$ cat config.mk
export PLATFORM = sky130hd
export DESIGN_NAME = io_access_ctrl_flat
export DESIGN_NICKNAME = d
export VERILOG_FILES = /design/src/rtl/io_access_ctrl_if.sv /design/src/rtl/io_access_ctrl.sv /design/src/flat_wrapper.sv
export SDC_FILE = /design/constraint.sdc
export NUM_CORES = 1
export LEC_CHECK = 0
export ABC_AREA = 1
export BUFFER_PORTS_ARGS = -buffer_cell sky130_fd_sc_hd__buf_2
export CAP_MARGIN = 30
export CORE_MARGIN = 2
export CORE_UTILIZATION = 30
export CTS_BUF_LIST = sky130_fd_sc_hd__clkbuf_8 sky130_fd_sc_hd__clkbuf_16
export DETAILED_ROUTE_END_ITERATION = 7
export MAX_ROUTING_LAYER = met4
export PLACE_DENSITY = 0.57
export SYNTH_ARGS = -nofsm -noshare
export SYNTH_HDL_FRONTEND = slang
export SYNTH_SLANG_ARGS = --single-unit
export TNS_END_PERCENT = 20
$ cat constraint.sdc
create_clock -name clock -period 4.3 [get_ports clock]
set_input_delay 0.86 -clock clock [delete_from_list [all_inputs] [get_ports clock]]
set_output_delay 0.86 -clock clock [all_outputs]
set_load 0.02 [all_outputs]
$ cat src/rtl/io_access_ctrl_if.sv
// Device-side bus of the I/O access sequencer: one-hot select, registered
// address/data, level read/write strobes, and the device's data/acknowledge.
interface io_access_ctrl_if;
  logic [3:0]  dev_sel;
  logic [3:0]  dev_addr;
  logic [31:0] dev_wdata;
  logic        dev_re;
  logic        dev_we;
  logic [31:0] dev_rdata;
  logic        dev_ack;

  modport master (
    output dev_sel, dev_addr, dev_wdata, dev_re, dev_we,
    input  dev_rdata, dev_ack
  );

  modport slave (
    input  dev_sel, dev_addr, dev_wdata, dev_re, dev_we,
    output dev_rdata, dev_ack
  );
endinterface

$ cat src/rtl/io_access_ctrl.sv
// Sequences CPU I/O reads/writes onto one of four peripherals with a
// request/acknowledge handshake, stalling the CPU until completion or error.
module io_access_ctrl #(
  parameter int unsigned TIMEOUT = 255,
  parameter logic [5:0]  BASE0   = 6'h06,
  parameter logic [5:0]  BASE1   = 6'h07,
  parameter logic [5:0]  BASE2   = 6'h08,
  parameter logic [5:0]  BASE3   = 6'h09
) (
  input  logic        clock,
  input  logic        rst_n,
  input  logic        io_read,
  input  logic        io_write,
  input  logic [9:0]  addr,
  input  logic [31:0] wdata,
  input  logic        err_clr,
  output logic        cpu_stall,
  output logic [31:0] rdata,
  output logic        bus_err,
  output logic [1:0]  dbg_state,
  io_access_ctrl_if.master dev
);

  typedef enum logic [1:0] {
    IDLE   = 2'b00,
    ACCESS = 2'b01,
    DONE   = 2'b10
  } state_t;

  localparam logic [7:0] CNT_LAST = 8'(TIMEOUT - 1);

  state_t      state;
  logic [7:0]  cnt;
  logic        err_hit;
  logic        op_read;
  logic [3:0]  sel_q;
  logic [3:0]  addr_q;
  logic [31:0] wdata_q;
  logic        re_q;
  logic        we_q;

  logic        req;
  logic        valid;
  logic [3:0]  dec_sel;

  // Lowest device index wins if BASE parameters overlap.
  always_comb begin
    dec_sel = 4'b0000;
    if (addr[9:4] == BASE0)      dec_sel = 4'b0001;
    else if (addr[9:4] == BASE1) dec_sel = 4'b0010;
    else if (addr[9:4] == BASE2) dec_sel = 4'b0100;
    else if (addr[9:4] == BASE3) dec_sel = 4'b1000;
  end

  assign req   = io_read | io_write;
  assign valid = (dec_sel != 4'b0000) & (io_read ^ io_write);

  // Handshake: strobe (dev_re/dev_we) and dev_sel stay high for every ACCESS
  // cycle; the transfer completes on the first rising edge that sees dev_ack,
  // and dev_ack outside ACCESS has no effect.
  always_ff @(posedge clock or negedge rst_n) begin
    if (!rst_n) begin
      state   <= IDLE;
      cnt     <= 8'd0;
      err_hit <= 1'b0;
      op_read <= 1'b0;
      rdata   <= 32'd0;
      bus_err <= 1'b0;
      sel_q   <= 4'b0000;
      addr_q  <= 4'h0;
      wdata_q <= 32'd0;
      re_q    <= 1'b0;
      we_q    <= 1'b0;
    end else begin
      case (state)
        IDLE: begin
          if (req) begin
            addr_q  <= addr[3:0];
            wdata_q <= wdata;
            op_read <= io_read;
            cnt     <= 8'd0;
            rdata   <= 32'd0;
            if (valid) begin
              sel_q   <= dec_sel;
              re_q    <= io_read;
              we_q    <= io_write;
              err_hit <= 1'b0;
              state   <= ACCESS;
            end else begin
              sel_q   <= 4'b0000;
              re_q    <= 1'b0;
              we_q    <= 1'b0;
              err_hit <= 1'b1;
              state   <= DONE;
            end
          end
        end
        ACCESS: begin
          if (dev.dev_ack) begin
            if (op_read) rdata <= dev.dev_rdata;
            sel_q <= 4'b0000;
            re_q  <= 1'b0;
            we_q  <= 1'b0;
            state <= DONE;
          end else if (cnt == CNT_LAST) begin
            rdata   <= 32'd0;
            err_hit <= 1'b1;
            sel_q   <= 4'b0000;
            re_q    <= 1'b0;
            we_q    <= 1'b0;
            state   <= DONE;
          end else begin
            cnt <= cnt + 8'd1;
          end
        end
        DONE: begin
          state <= IDLE;
        end
        default: begin
          sel_q <= 4'b0000;
          re_q  <= 1'b0;
          we_q  <= 1'b0;
          state <= IDLE;
        end
      endcase

      // Setting on the DONE exit takes priority over a same-cycle clear.
      if (state == DONE && err_hit) bus_err <= 1'b1;
      else if (err_clr)             bus_err <= 1'b0;
    end
  end

  assign cpu_stall = rst_n & (((state == IDLE) & req) | (state == ACCESS));
  assign dbg_state = state;

  assign dev.dev_sel   = sel_q;
  assign dev.dev_addr  = addr_q;
  assign dev.dev_wdata = wdata_q;
  assign dev.dev_re    = re_q;
  assign dev.dev_we    = we_q;

endmodule

$ cat src/flat_wrapper.sv
// flat-port wrapper written by rule: the top's interface ports become plain ports
module io_access_ctrl_flat 
#(
  parameter int unsigned TIMEOUT = 255,
  parameter logic [5:0]  BASE0   = 6'h06,
  parameter logic [5:0]  BASE1   = 6'h07,
  parameter logic [5:0]  BASE2   = 6'h08,
  parameter logic [5:0]  BASE3   = 6'h09
)
  (clock, rst_n, io_read, io_write, addr, wdata, err_clr, cpu_stall, rdata, bus_err, dbg_state, dev_dev_sel, dev_dev_addr, dev_dev_wdata, dev_dev_re, dev_dev_we, dev_dev_rdata, dev_dev_ack);
  io_access_ctrl_if dev_i ();
  input  logic clock;
  input  logic rst_n;
  input  logic io_read;
  input  logic io_write;
  input  logic [9:0] addr;
  input  logic [31:0] wdata;
  input  logic err_clr;
  output logic cpu_stall;
  output logic [31:0] rdata;
  output logic bus_err;
  output logic [1:0] dbg_state;
  output wire logic [$bits(dev_i.dev_sel)-1:0] dev_dev_sel;
  output wire logic [$bits(dev_i.dev_addr)-1:0] dev_dev_addr;
  output wire logic [$bits(dev_i.dev_wdata)-1:0] dev_dev_wdata;
  output wire logic [$bits(dev_i.dev_re)-1:0] dev_dev_re;
  output wire logic [$bits(dev_i.dev_we)-1:0] dev_dev_we;
  input wire logic [$bits(dev_i.dev_rdata)-1:0] dev_dev_rdata;
  input wire logic [$bits(dev_i.dev_ack)-1:0] dev_dev_ack;
  assign dev_dev_sel = dev_i.dev_sel;
  assign dev_dev_addr = dev_i.dev_addr;
  assign dev_dev_wdata = dev_i.dev_wdata;
  assign dev_dev_re = dev_i.dev_re;
  assign dev_dev_we = dev_i.dev_we;
  assign dev_i.dev_rdata = dev_dev_rdata;
  assign dev_i.dev_ack = dev_dev_ack;
  io_access_ctrl #(.TIMEOUT(TIMEOUT), .BASE0(BASE0), .BASE1(BASE1), .BASE2(BASE2), .BASE3(BASE3)) u_core (.clock(clock), .rst_n(rst_n), .io_read(io_read), .io_write(io_write), .addr(addr), .wdata(wdata), .err_clr(err_clr), .cpu_stall(cpu_stall), .rdata(rdata), .bus_err(bus_err), .dbg_state(dbg_state), .dev(dev_i));
endmodule
== Yosys cells after proc, flatten, opt, wreduce, memory -nomap -nowiden ==
Cells that the tools add are included.
Operators by class
  muxes and demuxes: 38
  bitwise operators: 7
  add/subtract/negate cells: 1
  reductions and logical operators: 11
  eq/ne operators: 13
Operator list (count)
  32-bit two-way mux: 4
  32-bit case mux with 2 select lines: 1
  4-bit two-way mux: 8
  8-bit two-way mux: 3
  8-bit case mux with 2 select lines: 1
  6-bit by 3-bit == test with 1-bit output (second input constant): 2
  6-bit by 4-bit == test with 1-bit output (second input constant): 2
  1-bit two-way mux: 12
  4-bit case mux with 3 select lines: 1
  4-bit AND reduction: 3
  8-bit by 1-bit adder with 8-bit output (second input constant): 1
  8-bit == test (second input constant): 1
  2-bit two-way mux: 4
  3-bit by 2-bit != test with 1-bit output (second input constant): 2
  1-bit case mux with 3 select lines: 2
  2-bit by 1-bit != test with 1-bit output (second input constant): 2
  2-bit != test (second input constant): 2
  2-bit case mux with 2 select lines: 1
  2-bit AND reduction: 2
  2-bit nonzero test: 2
  4-bit nonzero test: 1
  1-bit AND: 3
  3-bit AND reduction: 1
  2-bit by 1-bit == test with 1-bit output (second input constant): 1
  7 further kinds: 8
Word-level totals
  output and inout bits: 78
  logic and storage cells: 81
  bits in registers: 87
  bits of input ports: 80

== Depth between registers and ports, before layout ==
  depth in word-level cells: 10
  mapped depth: 10
  depth with buffers taken out: 10

== Worst setup path after synthesis ==
No wires, ideal clock.
  path type: input to output
  from: input io_read
  to: output cpu_stall
  required time: 3.440 ns
  data arrival time: 1.893 ns
  stages: 6
  setup slack: 1.547 ns
  buffers on the path: 1
  path through: inv_1 -> ha_1 -> inv_1 -> nand2_2 -> buf_2 -> a21boi_0
On the way
  longest elaborated chain between the ends: 4
Ends and longest elaborated chain
  from (decl): RTL line flat_wrapper.sv:14  | input logic io_read;
  1-bit bitwise OR: RTL line io_access_ctrl.sv:55  | assign req = io_read | io_write;
  1-bit AND: RTL line io_access_ctrl.sv:133  | assign cpu_stall = rst_n & (((state == IDLE) & req) | (state == ACCESS));
  1-bit bitwise OR: RTL line io_access_ctrl.sv:133
  1-bit AND: RTL line io_access_ctrl.sv:133
  to (decl): RTL line flat_wrapper.sv:19  | output logic cpu_stall;
No other way between the ends.

== Final worst setup path ==
  from: input rst_n
  to: output cpu_stall
On the way
  longest elaborated chain between the ends: 1
Ends and longest elaborated chain
  from (decl): RTL line flat_wrapper.sv:13  | input logic rst_n;
  1-bit AND: RTL line io_access_ctrl.sv:133
No other way between the ends.

==> flow_summary.ini <==
[status]
status = completed

[setup_path]
critical_path_arrival_ns = 1.74
path_max_fanout = 46
number_of_buffer_and_inverter_stages_on_the_critical_path = 2
cp_slowest_stage_delay_ns = 0.45
critical-path-slowest-cell = buf_4
crit_path_end_kind = primary output
critical_path_required_ns = 3.44
timing_worst_setup_path_type = primary input to primary output
cp-start-kind = primary input
cp_top_family = buffers and inverters
timing.critical_path.cells = buf_4 > a21boi_0 > buf_2

[pwr]
power.combinational.fraction = 0.345
power.share.sequential = 0.382
power_leakage_uw = 0.002802
p_clk_frac = 0.273
intPower_uw = 1785
power.density_cell_area_nw_per_um2 = 576.4
design_power_total_uw = 2944
netSwitchingPower_uw = 1159
p_sw_frac = 0.3936
peakVddDrop_mv = 0.2665

[die]
fp.dieH_um = 118
fp.coreArea_um2 = 12670
io-pin-count = 158
floorplan.initialDensity = 0.3077
die_area_um2 = 13920
floorplan.die.width_um = 118
rows = 41

[sta]
report.final.setup_viol = 0
rel_slew_slack = 0.4187
layout_worst_path_cycle_share = 0.6055
slew_worst_pin_ns = 0.8720
max_freq_ghz = 0.3841
timing.clock.skew_ns = 0.003966
fin_crit_ns = 2.604
final.setup.tns_ns = 0
unrepaired_setup_endpoints_after_global_routing = no
timing_max_transition_violations_final = 0
timing_hold_violations_final = 0

[routing]
met3WireLength_um = 568
route.met2.wl_um = 4333
detailedRoute.firstPassIterationCount = 4
wl_met1_um = 4432
route.detailed.vias_per_inst = 4.355
routed_wirelength_um = 9496
remaining_drc_errors = 0
vias = 3349
antenna_left = 0
initialDrtViolationCount = 111
top_signal_layer_used = met4
wl_per_cell_um = 12.35

[clock_tree]
cts_setup_buffers = 0
clkLatencyLatePin_ns = 0.34
h-tree-depth = 3
cts_hold_buf = 0
cts.clk_slew.worst_paths_ns = 0.06
cts.path.max_buffers = 2
clkSinkCount = 87
cts_buffers = 9
cts_tree = built
clock_tree.root_cell = clkbuf_16
cts.repair.resized = 0

[final_layout]
multiInputGateArea_um2 = 1504
final_cell_count_no_fill = 769
seq_area_um2 = 2177
nFillCells = 1315
utilization = 0.4031
layout-drive-gt1-share = 0.3702
num_antenna_cells = 0
area_growth_syn_to_layout_pct = 31.00
design.final.nets = 675

[logic_synthesis]
synthCells = 440
share_of_the_synthesized_netlist_area_taken_by_xor_and_xnor_gates = 0.002246
proportion_of_register_bits_with_asynchronous_set_or_reset_after_synthesis = 1.000
top_flip_flop_cell_by_instance_count_after_synthesis = dfrtp_1
synth_compound_area_frac = 0.1085
synthesis.area_um2 = 3899
synth_top_cell_by_area = dfrtp_1
ys_warn_count = 0
post_synth.cell_area_avg_um2 = 8.861
seq_area_frac_synth = 0.5584
adder_cell_share_of_the_synthesized_area = 0.009628
postSynthRegisterBits = 87
synth.area.mux_share = 0
ys_top_cells_by_area = dfrtp_1, nand2_1, o21ai_2, inv_1, buf_6
edff_count_synth = 0
postSynthNetCount = 523
yosys.area.top_type_share = 0.5584
synthMostInstantiatedCell = nand2_1
combinational_family_with_the_most_area_after_synthesis = simple AND/OR/NAND/NOR gates
synth.cells.most_frequent = nand2_1, dfrtp_1, o21ai_2
simple_gate_share_of_the_synthesized_area = 0.2654
synth_cell_type_count = 29

[grt]
grt_total_usage = 0.1453
pin_count_of_the_biggest_net_entering_global_routing = 65
initial_antenna_violation_count = 0
first_global_vias = 3397
grt_pass1_wl_um = 15880
globalRoute.totalOverflow = 0

[placed_design]
place.gp.congestion = 0.7875
dp_hpwl_um = 6637
port_buffers = 157
placed_cells = 753

[job]
drv.max_cap_violation_count = 0

[worst_hold_path]
hold_path_class = flip-flop to flip-flop
[power groups by stage]
stage	sequential, µW	combinational, µW	clock, µW
detailed placement	1130	1040	0
floorplan	1350	515	0
CTS	1130	1040	827
global placement	1130	1020	0
global route	1150	1140	869
finish	1130	1010	804
[tightest hold or removal path, stage by stage, from the launching register on]
cell     delay (ns)
dfrtp_1        0.34
nand2_1        0.05
nand2_1        0.06
[through the flow]
| stage | hold slack (ns) | area, µm² | setup WS, ns |
|---|---|---|---|
| floorplan | 0.4479 | 3899 | 1.547 |
| global placement | 0.4576 | 4797 | 1.539 |
| detailed placement | 0.4621 | 4797 | 1.485 |
| CTS | 0.4780 | 5107 | 1.638 |
| global route | 0.5048 | 5107 | 1.554 |
| finish | 0.4757 | 5107 | 1.696 |
[cell type report]
cell class	count	share of cell area
Inverter	26	0.01911
Tap cell	172	0.04214
Clock buffer	12	0.05218
Sequential cell	87	0.4263
Clock inverter	4	0.008574
Multi-Input combinational cell	309	0.2945
Timing Repair Buffer	159	0.1573
[per-layer routing]
metal,global-route usage,vias to the layer above
met5,-,-
met4,0.05648,0
met1,0.1781,1539
li1,-,1687
met3,0.03488,15
met2,0.2322,108
[final timing paths]
| check | from | end | slack, ns | cells past startpoint |
|---|---|---|---|---|
| max | rst_n | cpu_stall | 1.70 | 3 |
| min | u_core.dev.dev_wdata[0]$_DFFE_PN0P_ | u_core.dev.dev_wdata[0]$_DFFE_PN0P_ | 0.48 | 2 |
| max reg2reg | u_core.dbg_state[1]$_DFFE_PN0P_ | u_core.rdata[8]$_DFFE_PN0P_ | 1.89 | 7 |
| min reg2reg | u_core.dev.dev_wdata[0]$_DFFE_PN0P_ | u_core.dev.dev_wdata[0]$_DFFE_PN0P_ | 0.48 | 2 |
| max in group asynchronous | rst_n | u_core.rdata[29]$_DFFE_PN0P_ | 2.80 | 2 |
| min in group asynchronous | rst_n | u_core.cnt[4]$_DFFE_PN0P_ | 0.52 | 1 |
[sequential cells by signal (all words and copies together) (netlist names), 2 cells and up]
signal	count
u_core.cnt	8
u_core.dbg_state	2
u_core.dev.dev_addr	4
u_core.dev.dev_sel	4
u_core.dev.dev_wdata	32
u_core.rdata	32
[cell usage in the layout (no fill, tap or decap)]
cell / count
buf_2: 156
buf_4: 3
o21ai_1: 6
bufinv_16: 1
o21ai_0: 9
ha_1: 3
nand4_1: 7
a21o_1: 1
a21oi_1: 1
nor2_4: 3
nand3b_1: 1
o21bai_1: 1
nand2_1: 208
clkbuf_16: 9
nand3_1: 11
or2_2: 2
inv_2: 2
nand3_4: 1
nand2_2: 3
dfrtp_1: 87
xor2_1: 1
a21oi_4: 1
nor4_1: 2
clkbuf_8: 3
o21ai_2: 33
a21boi_0: 1
a31oi_1: 1
nor2_1: 11
inv_1: 25
nand2_4: 1
clkinv_2: 2
a31o_2: 1
[cells by family after synthesis]
kind of cell               count (synthesis)
buffers and inverters                     44
and+or+nand+nor                          250
AOI/OAI and AO/OA                         55
DFF                                       87
xor gates and xnor gates                   1
adders and majority gates                  3
Power figures use the tool's default switching activity.
